--- config.mk ---
export PLATFORM = sky130hd
export DESIGN_NAME = reset_sequencer_nch_flat
export DESIGN_NICKNAME = d
export VERILOG_FILES = /design/src/rtl/reset_sequencer_nch_if.sv /design/src/rtl/reset_sequencer_nch.sv /design/src/flat_wrapper.sv
export SDC_FILE = /design/constraint.sdc
export NUM_CORES = 1
export LEC_CHECK = 0
export ABC_AREA = 1
export CORE_UTILIZATION = 55
export CTS_BUF_LIST = sky130_fd_sc_hd__clkbuf_16
export DETAILED_ROUTE_END_ITERATION = 8
export PLACE_DENSITY = 0.72
export SETUP_SLACK_MARGIN = 0.1
export SLEW_MARGIN = 20
export SYNTH_ARGS = -nofsm -noshare
export SYNTH_HDL_FRONTEND = slang
export SYNTH_SLANG_ARGS = --single-unit
--- constraint.sdc ---
create_clock -name clk_base_i -period 3.6 [get_ports clk_base_i]
set_clock_uncertainty 0.2 [all_clocks]
set_input_delay 0.54 -clock clk_base_i [delete_from_list [all_inputs] [get_ports clk_base_i]]
set_output_delay 0.54 -clock clk_base_i [all_outputs]
set_load 0.02 [all_outputs]
--- src/rtl/reset_sequencer_nch_if.sv ---
// Sideband bundle between the reset sequencer and the blocks it releases:
// soft-reset/ready requests in, per-channel resets and status out.
interface reset_sequencer_nch_if #(
    parameter int unsigned N_CH = 4
);
    logic [N_CH-1:0] soft_reset;
    logic [N_CH-1:0] ch_ready;
    logic [N_CH-1:0] reset_n_out;
    logic            init_done;
    logic            err;
    logic [3:0]      err_ch;
    logic [2:0]      seq_state;

    modport master (
        input  soft_reset, ch_ready,
        output reset_n_out, init_done, err, err_ch, seq_state
    );

    modport slave (
        output soft_reset, ch_ready,
        input  reset_n_out, init_done, err, err_ch, seq_state
    );
endinterface

--- src/rtl/reset_sequencer_nch.sv ---
// Multi-channel reset sequencer: after fabric reset release and a filtered PLL
// lock, releases N_CH resets in index order with delays and ready handshakes.
module reset_sequencer_nch #(
    parameter int unsigned      N_CH          = 4,
    parameter int unsigned      CNT_W         = 16,
    parameter int unsigned      REL_DELAY     = 200,
    parameter int unsigned      LOCK_FILT     = 16,
    parameter int unsigned      READY_TIMEOUT = 1024,
    parameter logic [N_CH-1:0]  READY_MASK    = N_CH'(1)
) (
    input  logic                  clk_base_i,
    input  logic                  power_on_reset_n_i,
    input  logic                  fab_reset_n_i,
    input  logic                  pll_lock_i,
    reset_sequencer_nch_if.master seq_if
);
    localparam int unsigned CH_W = (N_CH > 1) ? $clog2(N_CH) : 1;
    localparam logic [CH_W-1:0]  CH_LAST    = CH_W'(N_CH - 1);
    localparam logic [CNT_W-1:0] DLY_LAST   = CNT_W'((REL_DELAY == 0) ? 0 : REL_DELAY - 1);
    localparam logic [CNT_W-1:0] STRETCH_LD = CNT_W'((REL_DELAY == 0) ? 1 : REL_DELAY);
    localparam logic [CNT_W-1:0] LOCK_LAST  = CNT_W'((LOCK_FILT == 0) ? 0 : LOCK_FILT - 1);
    localparam logic [CNT_W-1:0] TMO_LAST   = CNT_W'((READY_TIMEOUT == 0) ? 0 : READY_TIMEOUT - 1);

    typedef enum logic [2:0] {
        ST_HOLD       = 3'd0,
        ST_LOCK_WAIT  = 3'd1,
        ST_RELEASE    = 3'd2,
        ST_READY_WAIT = 3'd3,
        ST_DONE       = 3'd4,
        ST_ERROR      = 3'd5
    } state_e;

    logic fab_meta_q, fab_ok_q, lock_meta_q, lock_s_q;

    state_e                       state_q, state_d;
    logic [CH_W-1:0]              ch_q, ch_d;
    logic [CNT_W-1:0]             dly_q, dly_d;
    logic [CNT_W-1:0]             tmo_q, tmo_d;
    logic [CNT_W-1:0]             lock_cnt_q, lock_cnt_d;
    logic [N_CH-1:0]              rst_n_q, rst_n_d;
    logic                         init_done_q, init_done_d;
    logic                         err_q, err_d;
    logic [3:0]                   err_ch_q, err_ch_d;
    logic [N_CH-1:0][CNT_W-1:0]   stretch_q, stretch_d;
    logic                         step_ch;

    function automatic logic [CNT_W-1:0] sat_inc(input logic [CNT_W-1:0] v);
        return (v == '1) ? v : v + 1'b1;
    endfunction

    // Two-flop synchronisers for the asynchronous fabric reset and lock inputs
    always_ff @(posedge clk_base_i or negedge power_on_reset_n_i) begin
        if (!power_on_reset_n_i) begin
            fab_meta_q  <= 1'b0;
            fab_ok_q    <= 1'b0;
            lock_meta_q <= 1'b0;
            lock_s_q    <= 1'b0;
        end else begin
            fab_meta_q  <= fab_reset_n_i;
            fab_ok_q    <= fab_meta_q;
            lock_meta_q <= pll_lock_i;
            lock_s_q    <= lock_meta_q;
        end
    end

    always_ff @(posedge clk_base_i or negedge power_on_reset_n_i) begin
        if (!power_on_reset_n_i) begin
            state_q     <= ST_HOLD;
            ch_q        <= '0;
            dly_q       <= '0;
            tmo_q       <= '0;
            lock_cnt_q  <= '0;
            rst_n_q     <= '0;
            init_done_q <= 1'b0;
            err_q       <= 1'b0;
            err_ch_q    <= '0;
            stretch_q   <= '0;
        end else begin
            state_q     <= state_d;
            ch_q        <= ch_d;
            dly_q       <= dly_d;
            tmo_q       <= tmo_d;
            lock_cnt_q  <= lock_cnt_d;
            rst_n_q     <= rst_n_d;
            init_done_q <= init_done_d;
            err_q       <= err_d;
            err_ch_q    <= err_ch_d;
            stretch_q   <= stretch_d;
        end
    end

    always_comb begin
        state_d     = state_q;
        ch_d        = ch_q;
        dly_d       = dly_q;
        tmo_d       = tmo_q;
        lock_cnt_d  = lock_cnt_q;
        rst_n_d     = rst_n_q;
        init_done_d = 1'b0;
        err_d       = err_q;
        err_ch_d    = err_ch_q;
        stretch_d   = stretch_q;
        step_ch     = 1'b0;

        unique case (state_q)
            ST_HOLD: begin
                rst_n_d = '0;
                err_d   = 1'b0;
                if (fab_ok_q) begin
                    state_d    = ST_LOCK_WAIT;
                    lock_cnt_d = '0;
                end
            end
            ST_LOCK_WAIT: begin
                if (!lock_s_q) begin
                    lock_cnt_d = '0;
                end else if (lock_cnt_q == LOCK_LAST) begin
                    state_d = ST_RELEASE;
                    ch_d    = '0;
                    dly_d   = '0;
                end else begin
                    lock_cnt_d = sat_inc(lock_cnt_q);
                end
            end
            ST_RELEASE: begin
                if (dly_q == DLY_LAST) begin
                    rst_n_d[ch_q] = 1'b1;
                    if (READY_MASK[ch_q]) begin
                        state_d = ST_READY_WAIT;
                        tmo_d   = '0;
                    end else begin
                        step_ch = 1'b1;
                    end
                end else begin
                    dly_d = sat_inc(dly_q);
                end
            end
            ST_READY_WAIT: begin
                if (seq_if.ch_ready[ch_q]) begin
                    step_ch = 1'b1;
                end else if (tmo_q == TMO_LAST) begin
                    state_d  = ST_ERROR;
                    rst_n_d  = '0;
                    err_d    = 1'b1;
                    err_ch_d = 4'(ch_q);
                end else begin
                    tmo_d = sat_inc(tmo_q);
                end
            end
            ST_DONE: begin
                init_done_d = 1'b1;
                // Soft reset holds a channel low while requested, then for STRETCH_LD more cycles
                for (int k = 0; k < N_CH; k++) begin
                    if (seq_if.soft_reset[k]) begin
                        rst_n_d[k]   = 1'b0;
                        stretch_d[k] = STRETCH_LD;
                    end else if (stretch_q[k] != '0) begin
                        stretch_d[k] = stretch_q[k] - 1'b1;
                    end else begin
                        rst_n_d[k] = 1'b1;
                    end
                end
            end
            ST_ERROR: begin
                rst_n_d = '0;
                err_d   = 1'b1;
            end
            default: state_d = ST_HOLD;
        endcase

        if (step_ch) begin
            if (ch_q == CH_LAST) begin
                state_d = ST_DONE;
            end else begin
                ch_d    = ch_q + 1'b1;
                dly_d   = '0;
                state_d = ST_RELEASE;
            end
        end

        // Fabric reset beats lock loss; lock loss is ignored outside the sequencing states
        if (!fab_ok_q) begin
            state_d     = ST_HOLD;
            rst_n_d     = '0;
            init_done_d = 1'b0;
            err_d       = 1'b0;
            stretch_d   = '0;
        end else if (!lock_s_q && (state_q inside {ST_RELEASE, ST_READY_WAIT, ST_DONE})) begin
            state_d     = ST_LOCK_WAIT;
            lock_cnt_d  = '0;
            rst_n_d     = '0;
            init_done_d = 1'b0;
            stretch_d   = '0;
        end
    end

    assign seq_if.reset_n_out = rst_n_q;
    assign seq_if.init_done   = init_done_q;
    assign seq_if.err         = err_q;
    assign seq_if.err_ch      = err_ch_q;
    assign seq_if.seq_state   = state_q;
endmodule

--- src/flat_wrapper.sv ---
// flat-port wrapper written by rule: the top's interface ports become plain ports
module reset_sequencer_nch_flat 
#(
    parameter int unsigned      N_CH          = 4,
    parameter int unsigned      CNT_W         = 16,
    parameter int unsigned      REL_DELAY     = 200,
    parameter int unsigned      LOCK_FILT     = 16,
    parameter int unsigned      READY_TIMEOUT = 1024,
    parameter logic [N_CH-1:0]  READY_MASK    = N_CH'(1)
)
  (clk_base_i, power_on_reset_n_i, fab_reset_n_i, pll_lock_i, seq_if_soft_reset, seq_if_ch_ready, seq_if_reset_n_out, seq_if_init_done, seq_if_err, seq_if_err_ch, seq_if_seq_state);
  reset_sequencer_nch_if #(.N_CH(N_CH)) seq_if_i ();
  input  logic clk_base_i;
  input  logic power_on_reset_n_i;
  input  logic fab_reset_n_i;
  input  logic pll_lock_i;
  input wire logic [$bits(seq_if_i.soft_reset)-1:0] seq_if_soft_reset;
  input wire logic [$bits(seq_if_i.ch_ready)-1:0] seq_if_ch_ready;
  output wire logic [$bits(seq_if_i.reset_n_out)-1:0] seq_if_reset_n_out;
  output wire logic [$bits(seq_if_i.init_done)-1:0] seq_if_init_done;
  output wire logic [$bits(seq_if_i.err)-1:0] seq_if_err;
  output wire logic [$bits(seq_if_i.err_ch)-1:0] seq_if_err_ch;
  output wire logic [$bits(seq_if_i.seq_state)-1:0] seq_if_seq_state;
  assign seq_if_i.soft_reset = seq_if_soft_reset;
  assign seq_if_i.ch_ready = seq_if_ch_ready;
  assign seq_if_reset_n_out = seq_if_i.reset_n_out;
  assign seq_if_init_done = seq_if_i.init_done;
  assign seq_if_err = seq_if_i.err;
  assign seq_if_err_ch = seq_if_i.err_ch;
  assign seq_if_seq_state = seq_if_i.seq_state;
  reset_sequencer_nch #(.N_CH(N_CH), .CNT_W(CNT_W), .REL_DELAY(REL_DELAY), .LOCK_FILT(LOCK_FILT), .READY_TIMEOUT(READY_TIMEOUT), .READY_MASK(READY_MASK)) u_core (.clk_base_i(clk_base_i), .power_on_reset_n_i(power_on_reset_n_i), .fab_reset_n_i(fab_reset_n_i), .pll_lock_i(pll_lock_i), .seq_if(seq_if_i));
endmodule
== Word-level counts from Yosys, hierarchy flattened ==
Cells that the tools add are included.
Cells by class
  $add $sub $neg: 8
  order comparisons: 2
  equal/unequal tests: 40
  mux-type cells: 78
  bitwise gates (word level): 2
  reductions and logical operators: 24
Operator list (count)
  2-to-1 mux 16 bit: 25
  2-to-1 mux 64 bit: 3
  case mux 16 bit (2 select lines): 3
  nonzero test 16 bit: 4
  subtractor 16 x 1 -> 16 bit, second input constant: 4
  inequality test 5 bit, second input constant: 10
  adder 16 x 1 -> 16 bit, second input constant: 3
  == test 16 bit, second input constant: 3
  inequality test 4 bit, second input constant: 9
  2-to-1 mux 3 bit: 10
  2-to-1 mux 1 bit: 20
  2-to-1 mux 4 bit: 5
  AND reduction 5 bit: 4
  == test 16 x 10 -> 1 bit, second input constant: 1
  == test 16 x 4 -> 1 bit, second input constant: 1
  == test 16 x 8 -> 1 bit, second input constant: 1
  case mux 4 bit (4 select lines): 1
  case mux 3 bit (5 select lines): 1
  2-to-1 mux 2 bit: 5
  inequality test 3 bit, second input constant: 3
  AND reduction 2 bit: 4
  AND reduction 7 bit: 1
  == test 3 x 2 -> 1 bit, second input constant: 2
  == test 3 bit, second input constant: 2
  22 further kinds: 29
Word-level totals
  bits in registers: 129
  input bits: 12

== Logic depth before layout (Yosys ltp) ==
Gate-level depths: netlist (run 1).
  word-level depth: 9
  depth in mapped cells: 14
  mapped depth without buffers: 12

== Worst setup path after synthesis (run 1) ==
OpenSTA, ideal clock, no wires.
  path type: reg-to-reg
  start point: register u_core.state_q[1] (netlist: u_core.seq_if.seq_state[1])
  end point: register u_core.stretch_q[31] (netlist bit)
  setup time: 118 ps
  arrival: 1737 ps
  required time: 3282 ps
  setup slack: 1544 ps
  stages on the path, launching flop included: 15
  path buffers: 3
  cells stage by stage: dfrtp_1 -> buf_4 -> nor2_4 -> nand2_2 -> nand2_2 -> nand2_4 -> nand2_8 -> inv_6 -> nand2_4 -> buf_6 -> nand2_4 -> nand2_4 -> buf_6 -> nand3_2 -> o21ai_2
Between the ends
  longest elaborated chain between the ends: 5
  elaborated cells between the ends (all ways): 10
  those cells by class: eq/ne (5); mux (2); reduce/logical (3)
Ends and longest elaborated chain
  start: declaration: line reset_sequencer_nch.sv:35  | state_e state_q, state_d;
  start signal: assignment: line reset_sequencer_nch.sv:79  | state_q <= state_d;
  == test 3 x 2 -> 1 bit / == test 3 bit (equally long branches): line reset_sequencer_nch.sv:188, reset_sequencer_nch.sv:105
  nonzero test 3 bit: line reset_sequencer_nch.sv:188  | end else if (!lock_s_q && (state_q inside {ST_RELEASE, ST_READY_WAIT, ST_DONE})) begin
  logical AND 1 bit: line reset_sequencer_nch.sv:188
  inequality test 4 bit (no line) (tied with other cells)
  AND reduction 2 bit (no line) / 2-to-1 mux 64 bit (equally long branches)
  end signal: assignment: line reset_sequencer_nch.sv:88  | stretch_q <= stretch_d;
  end: declaration: line reset_sequencer_nch.sv:44  | logic [N_CH-1:0][CNT_W-1:0] stretch_q, stretch_d;
Several ways; a longest one is shown, not always the timed one.
A chain may end at the register's enable or synchronous reset.

== Final worst setup path (run 1) ==
  start point: register u_core.state_q[2] (netlist: u_core.seq_if.seq_state[2])
  end point: register u_core.state_q[2] (netlist: u_core.seq_if.seq_state[2])
Between the ends
  longest elaborated chain between the ends: 6
  elaborated cells between the ends (all ways): 22
  those cells by class: eq/ne (12); mux (5); reduce/logical (5)
Ends and longest elaborated chain
  == test 3 bit (on tied branches): line reset_sequencer_nch.sv:105, reset_sequencer_nch.sv:188
  OR reduction 2 bit (no line)
  case mux 3 bit (5 select lines): line reset_sequencer_nch.sv:105  | unique case (state_q)
  2-to-1 mux 3 bit: line reset_sequencer_nch.sv:171  | if (step_ch) begin
  2-to-1 mux 3 bit: line reset_sequencer_nch.sv:188
  2-to-1 mux 3 bit: line reset_sequencer_nch.sv:182  | if (!fab_ok_q) begin
Several ways; a longest one is shown, not always the timed one.

==> results_dict.tcl, run 1 <==
set metrics [dict create \
    yosys_warnings 0 \
    peakVddDrop_mv 0.4210 \
    totalPowerFinal_w 0.006869 \
    critPathMaxFanout 13 \
    period_minus_slack_ns 2.715 \
    synth.distinct_cells 40 \
    crit_arrival_ns 2.83 \
    postSynth.asyncResetShare_pct 100.0 \
    switching_power_w 0.003103 \
    clk_latency_ns 0.43 \
    port_buffers 22 \
    synth_top_area_share_pct 36.05 \
    syn_inst 1365 \
    diodes 0 \
    p_per_area_mw_per_mm2 691.8 \
    max_freq_mhz 368.3 \
    synth_edf_count 0 \
    final_cells 1612 \
    gp_congestion 0.9332 \
    dp_hpwl_um 15520 \
    start_kind "register" \
    fin_area_sq_mm 0.009930 \
    core_sq_mm 0.01589 \
    whs_ns 0.1513 \
    wire_per_inst_um 13.62 \
    antenna_found_initial 0 \
    clk_path_buf_depth 2 \
    postRouteAntennaNets 0 \
    setup-tns-final_ns 0 \
    synthToLayoutAreaGrowth_pct 10.88 \
    via_per_inst 5.346 \
    critPathKind "reg2reg" \
    power.switching_fraction_pct 45.17 \
    hold_buffers 1 \
    post-place-cells 1579 \
    dieHeight_um 129.6 \
    slew_headroom_pct 44.98 \
    netlist_top_cells_area "dfrtp_1, nand2_1, nand3_1" \
    synth_common_cells "nand2_1, nor2_1, nand3_1, inv_1, dfrtp_1" \
    htree_levels 4 \
    nFillCells 1525 \
    first_pass_iters 5 \
    wirelength_um 21960 \
    tritoncts "built" \
    clkTransAtPathRegs_ns 0.06 \
    min_period_over_period_pct 75.41 \
    ctsResizeCount 0 \
    syn_area_per_cell_sq_um 6.560 \
    drv_cap 0 \
    grt_pass1_wl_um 37480 \
    synth_area_sq_mm 0.008955 \
    drc 0 \
    drtIter0Drc 792 \
    ys.flop_type "dfrtp_1" \
    status "finished clean" \
    rsz0062_at_grt "false" \
    power.internal_w 0.003766 \
    rows 46 \
    ioPinCount 25 \
    p_leak_nw 4.926 \
    power_frac_seq_pct 30.1 \
    track_usage_pct 28.20 \
    drive_gt1_share_pct 5.946 \
    holdCritPathClass "reg2reg" \
    rrSetupSlack_ns 0.89 \
    finalNetCount 1410 \
    ys_seq_area_share_pct 36.05 \
    via_count 8617 \
    cts_buffers 17 \
    clkSinkCount 129 \
    grt-ovfl-total 0 \
    setup_viol 0 \
    start_util_pct 56.37 \
    dieWidth_um 129.6 \
    post-cts-setup-buffers 0 \
    tightest_slew_ns 0.8235 \
    hold_viol 0 \
    end_kind "register" \
    p_comb_share_pct 45.4 \
    cp.required_ns 3.72 \
    yosysTopAreaCell "dfrtp_1" \
    clockPowerShare_pct 24.5 \
    placed_area_sq_mm 0.009349 \
    ys_seq_elements 129 \
    grt_start_max_net_pins 76 \
    final_max_slew_viol_count 0 \
    dieArea_sq_mm 0.01680 \
    synth.most_common_cell "nand2_1" \
    grt_pass1_vias 7839 \
    cts-root-buf "clkbuf_16" \
]
## cells in the final DEF, fill, tap and decap left out, types with 24 or more instances in the layout
cell type,synthesis,routed
o21ai_1,32,32
nor3_1,34,34
dfrtp_1,129,128
nand2_1,355,355
nand3_1,189,189
o21ai_0,48,48
nor2_1,222,222
a21oi_1,39,39
inv_1,153,153
nand4_1,24,24
## worst paths after layout
check,startpoint,endpoint,depth (start not counted)
setup / recovery,u_core.seq_if.seq_state[2]$_DFFE_PN0P_,u_core.seq_if.seq_state[2]$_DFFE_PN0P_,10
hold / removal,u_core.fab_meta_q$_DFF_PN0_,u_core.fab_ok_q$_DFF_PN0_,0
setup reg to reg,u_core.seq_if.seq_state[2]$_DFFE_PN0P_,u_core.seq_if.seq_state[2]$_DFFE_PN0P_,10
hold reg to reg,u_core.fab_meta_q$_DFF_PN0_,u_core.fab_ok_q$_DFF_PN0_,0
max in group asynchronous,power_on_reset_n_i,u_core.seq_if.seq_state[1]$_DFFE_PN0P_,3
min in group asynchronous,power_on_reset_n_i,u_core.lock_cnt_q[10]$_DFF_PN0_,2
## power by group through the flow
| stage | combinational (W) | sequential, W | clock [W] |
|---|---|---|---|
| finish | 0.00312 | 0.00207 | 0.00169 |
| global route | 0.00361 | 0.00211 | 0.00178 |
| CTS | 0.00310 | 0.00206 | 0.00172 |
| detailed placement | 0.00309 | 0.00207 | 0 |
| global placement | 0.00304 | 0.00207 | 0 |
| floorplan | 0.00247 | 0.00200 | 0 |
## metrics by stage
stage / setup slack, ns / util, %
after floorplan: 1.544 / -
after detailed placement: 0.9596 / 58.85
after global placement: 1.046 / 58.85
after CTS: 0.9404 / 62.51
after global routing: 0.6087 / 62.51
final: 0.8851 / 62.51
## flip-flops by register name, indices dropped and copies added, names as in the netlist
register,flops
u_core.stretch_q,64
u_core.fab_ok_q,1
u_core.ch_q,2
u_core.seq_if.seq_state,3
u_core.lock_s_q,1
u_core.lock_meta_q,1
u_core.seq_if.init_done,1
u_core.lock_cnt_q,16
u_core.tmo_q,16
u_core.seq_if.err_ch,2
u_core.seq_if.err,1
u_core.dly_q,16
u_core.fab_meta_q,1
u_core.seq_if.reset_n_out,4
## kinds of logic after synthesis
family / count (synthesis) / share of synthesized area, %
simple gates: 853 / 41.11
buf+inv: 194 / 8.886
compound gates: 141 / 8.691
flops: 129 / 36.05
xor+xnor: 32 / 3.130
fa+ha+maj: 15 / 2.096
other cells: 1 / 0.04188
## layer usage
| layer | GRT usage [%] | share of wire [%] | up-vias | routed length (um) |
|---|---|---|---|---|
| met4 | 11.15 | 1.7 | 0 | 374 |
| met3 | 4.542 | 5.8 | 27 | 1268 |
| met1 | 39.03 | 47 | 3933 | 10280 |
| met5 | 0 | 0 | - | 0 |
| met2 | 44.20 | 46 | 237 | 10040 |
| li1 | - | - | 4420 | - |
## layout make-up
class                   count  area, sq um  area share, %
clock buffers              17        425.4          4.284
clock inverters            15        145.1          1.462
inverters                 160        605.6          6.099
multi-input cells        1043         4942          49.77
flip-flops and latches    129         3229          32.52
well taps                 216        270.3          2.722
repair buffers             32        311.5          3.138
## worst max-delay path, cell delays in order (launching register included)
cell and delay (ns):
dfrtp_1 0.46, inv_1 0.17, nand3_1 0.42, nor2_1 0.32
nand3_1 0.17, nand2_1 0.14, nand2_1 0.29, inv_2 0.26
nor2_1 0.06, nand2_1 0.06, nand2_1 0.04
(Power assumes the default switching activity.)
==> run 2, diff against run 1 <==
- PLACE_DENSITY: 0.72 -> 0.75
- clock period: 3.6 -> 2.4 ns (I/O delays scaled with it)
==> results_dict.tcl, run 2 (synthesis gave the netlist of run 1 again) <==
set metrics [dict create \
    status "finished clean" \
    wirelength_um 23490 \
    clk_path_buf_depth 2 \
    start_util_pct 56.37 \
    min_period_over_period_pct 90.45 \
    crit_arrival_ns 2.33 \
    wire_per_inst_um 14.31 \
    p_per_area_mw_per_mm2 1060 \
    nFillCells 1426 \
    p_leak_nw 5.118 \
    grt_pass1_vias 8217 \
    cp.required_ns 2.56 \
    crit_path_max_incr_delay_ns 0.49 \
    seqCellArea_sq_mm 0.003234 \
    first_pass_iters 6 \
    grt_pass1_wl_um 39240 \
    whs_ns 0.1517 \
    dp_hpwl_um 16380 \
    met1_usage_pct 39.45 \
    via_count 8911 \
    postRouteAntennaNets 0 \
    use_met3_pct 5.780 \
    diodes 0 \
    final_common_cell "nand2_1" \
    holdCritPathClass "reg2reg" \
    htree_levels 4 \
    largest_reg_flops 64 \
    setup-tns-final_ns 0 \
    cts_buffers 17 \
    drtIter0Drc 785 \
    period_minus_slack_ns 2.171 \
    drc 0 \
    setup_viol 0 \
    clk_latency_ns 0.43 \
    crit_chain "nor2_4 > nand2_2 > nand2_2 > nand2_4 > nand2_8 > inv_6 > nand2_4 > nand2_1 > nand2_4 > nand3_1 > o21ai_1" \
    grt_start_max_net_pins 56 \
    finalNetCount 1440 \
    reg2reg_depth 11 \
    top_register "u_core.stretch_q" \
    gp_congestion 0.9129 \
    crit_family "simple AND/OR/NAND/NOR gates" \
    use_met2_pct 48.44 \
    multi_input_area_sq_mm 0.005009 \
    final_max_slew_viol_count 0 \
    track_usage_pct 29.52 \
    tightest_slew_ns 0.6656 \
    critical_path_buf_inv_count 1 \
    crit_start "u_core.seq_if.seq_state[1]$_DFFE_PN0P_" \
    end_kind "register" \
    reg2reg_to "u_core.stretch_q[35]$_DFFE_PN0P_" \
    antenna_found_initial 0 \
    holdPathStages 0 \
    slew_headroom_pct 55.28 \
    rrSetupSlack_ns 0.23 \
    cts-root-buf "clkbuf_16" \
    dieWidth_um 129.6 \
    setup.worst_path.end "u_core.stretch_q[35]$_DFFE_PN0P_" \
    post-place-ws_ns -0.006692 \
    cp_common_cell "nand2_4" \
    start_kind "register" \
    slowest_stage "dfrtp_2" \
    worstReg2RegStart "u_core.seq_if.seq_state[1]$_DFFE_PN0P_" \
    dieArea_sq_mm 0.01680 \
    ioPinCount 25 \
    drv_cap 0 \
    rsz0062_at_grt "true" \
    hold_viol 0 \
    grt_busiest_layer "met2" \
    cp_num_cells 11 \
    core_sq_mm 0.01589 \
    drive_gt1_share_pct 9.187 \
    critPathKind "reg2reg" \
    final_cells 1642 \
    clkTransAtPathRegs_ns 0.06 \
    grt-ovfl-total 0 \
    synthToLayoutAreaGrowth_pct 15.02 \
    layout_common_cells "nand2_1, nor2_1, nand3_1, inv_1, dfrtp_1" \
    max_freq_mhz 460.7 \
    port_buffers 22 \
    rows 46 \
    tritoncts "built" \
    clkSinkCount 129 \
    setup_ws_ns 0.2293 \
    critPathMaxFanout 23 \
    dieHeight_um 129.6 \
    via_per_inst 5.427 \
    peakVddDrop_mv 0.6651 \
    post-place-cells 1603 \
]
-- run 2: changes by cell type in the layout (fill, tap and decap cells not counted), moves of 4 or more --
cell	before	now
dfrtp_1	128	124
buf_4	8	34
dfrtp_2	1	5
nand2_1	355	350
nand2_2	5	9
-- run 2: power by group --
| group | internal [W] | total [W] | leakage (nW) | switching (W) |
|---|---|---|---|---|
| sequential | 0.00261 | 0.00310 | 1.75 | 0.000492 |
| combinational | 0.00169 | 0.00502 | 3.06 | 0.00333 |
| clock | 0.00182 | 0.00279 | 0.314 | 0.000978 |
| total | 0.00612 | 0.0109 | 5.12 | 0.00480 |
-- run 2: timing repair --
item | CTS | global route
endpoints found under the setup margin | 5 | 76
hold buffers | 1 | 0
hold endpoints to repair | 50 | 0
gates resized for setup | 2 | 21
pin swaps | 1 | 2
buffers inserted | 0 | 4
gates cloned | 1 | 1
-- run 2: cell type report --
class / instances / share of cell area, %
multi-input combinational: 1044 / 48.63
timing repair inverter: 1 / 0.04859
clock buffer: 17 / 4.130
inverter: 160 / 5.916
sequential: 129 / 31.40
tap: 216 / 2.624
clock inverter: 15 / 1.944
timing repair buffer: 60 / 5.309
-- run 2: layer usage --
metal  vias to the layer above  part of all wire, %
li1                       4502                    -
met4                         0                  1.9
met5                         -                    0
met1                      4113                   46
met3                        36                  5.1
met2                       260                   47
-- run 2: worst min path at each step --
| stage | from | to | slack (ns) |
|---|---|---|---|
| CTS | u_core.fab_meta_q$_DFF_PN0_ | u_core.fab_ok_q$_DFF_PN0_ | 0.15 |
| finish | u_core.fab_meta_q$_DFF_PN0_ | u_core.fab_ok_q$_DFF_PN0_ | 0.15 |
| floorplan | power_on_reset_n_i | u_core.ch_q[0]$_DFF_PN0_ | -0.14 |
| global route | u_core.fab_meta_q$_DFF_PN0_ | u_core.fab_ok_q$_DFF_PN0_ | 0.16 |
| detailed placement | u_core.fab_meta_q$_DFF_PN0_ | u_core.fab_ok_q$_DFF_PN0_ | 0.14 |
| global placement | u_core.lock_meta_q$_DFF_PN0_ | u_core.lock_s_q$_DFF_PN0_ | 0.13 |
-- run 2: metrics by stage --
step	cell area, sq um	power, W	util (%)
CTS	10180	0.01076	64.10
finish	10300	0.01091	64.84
global placement	9534	0.007789	60.02
floorplan	8959	0.006712	-
detailed placement	9534	0.007884	60.02
global route	10300	0.01179	64.84
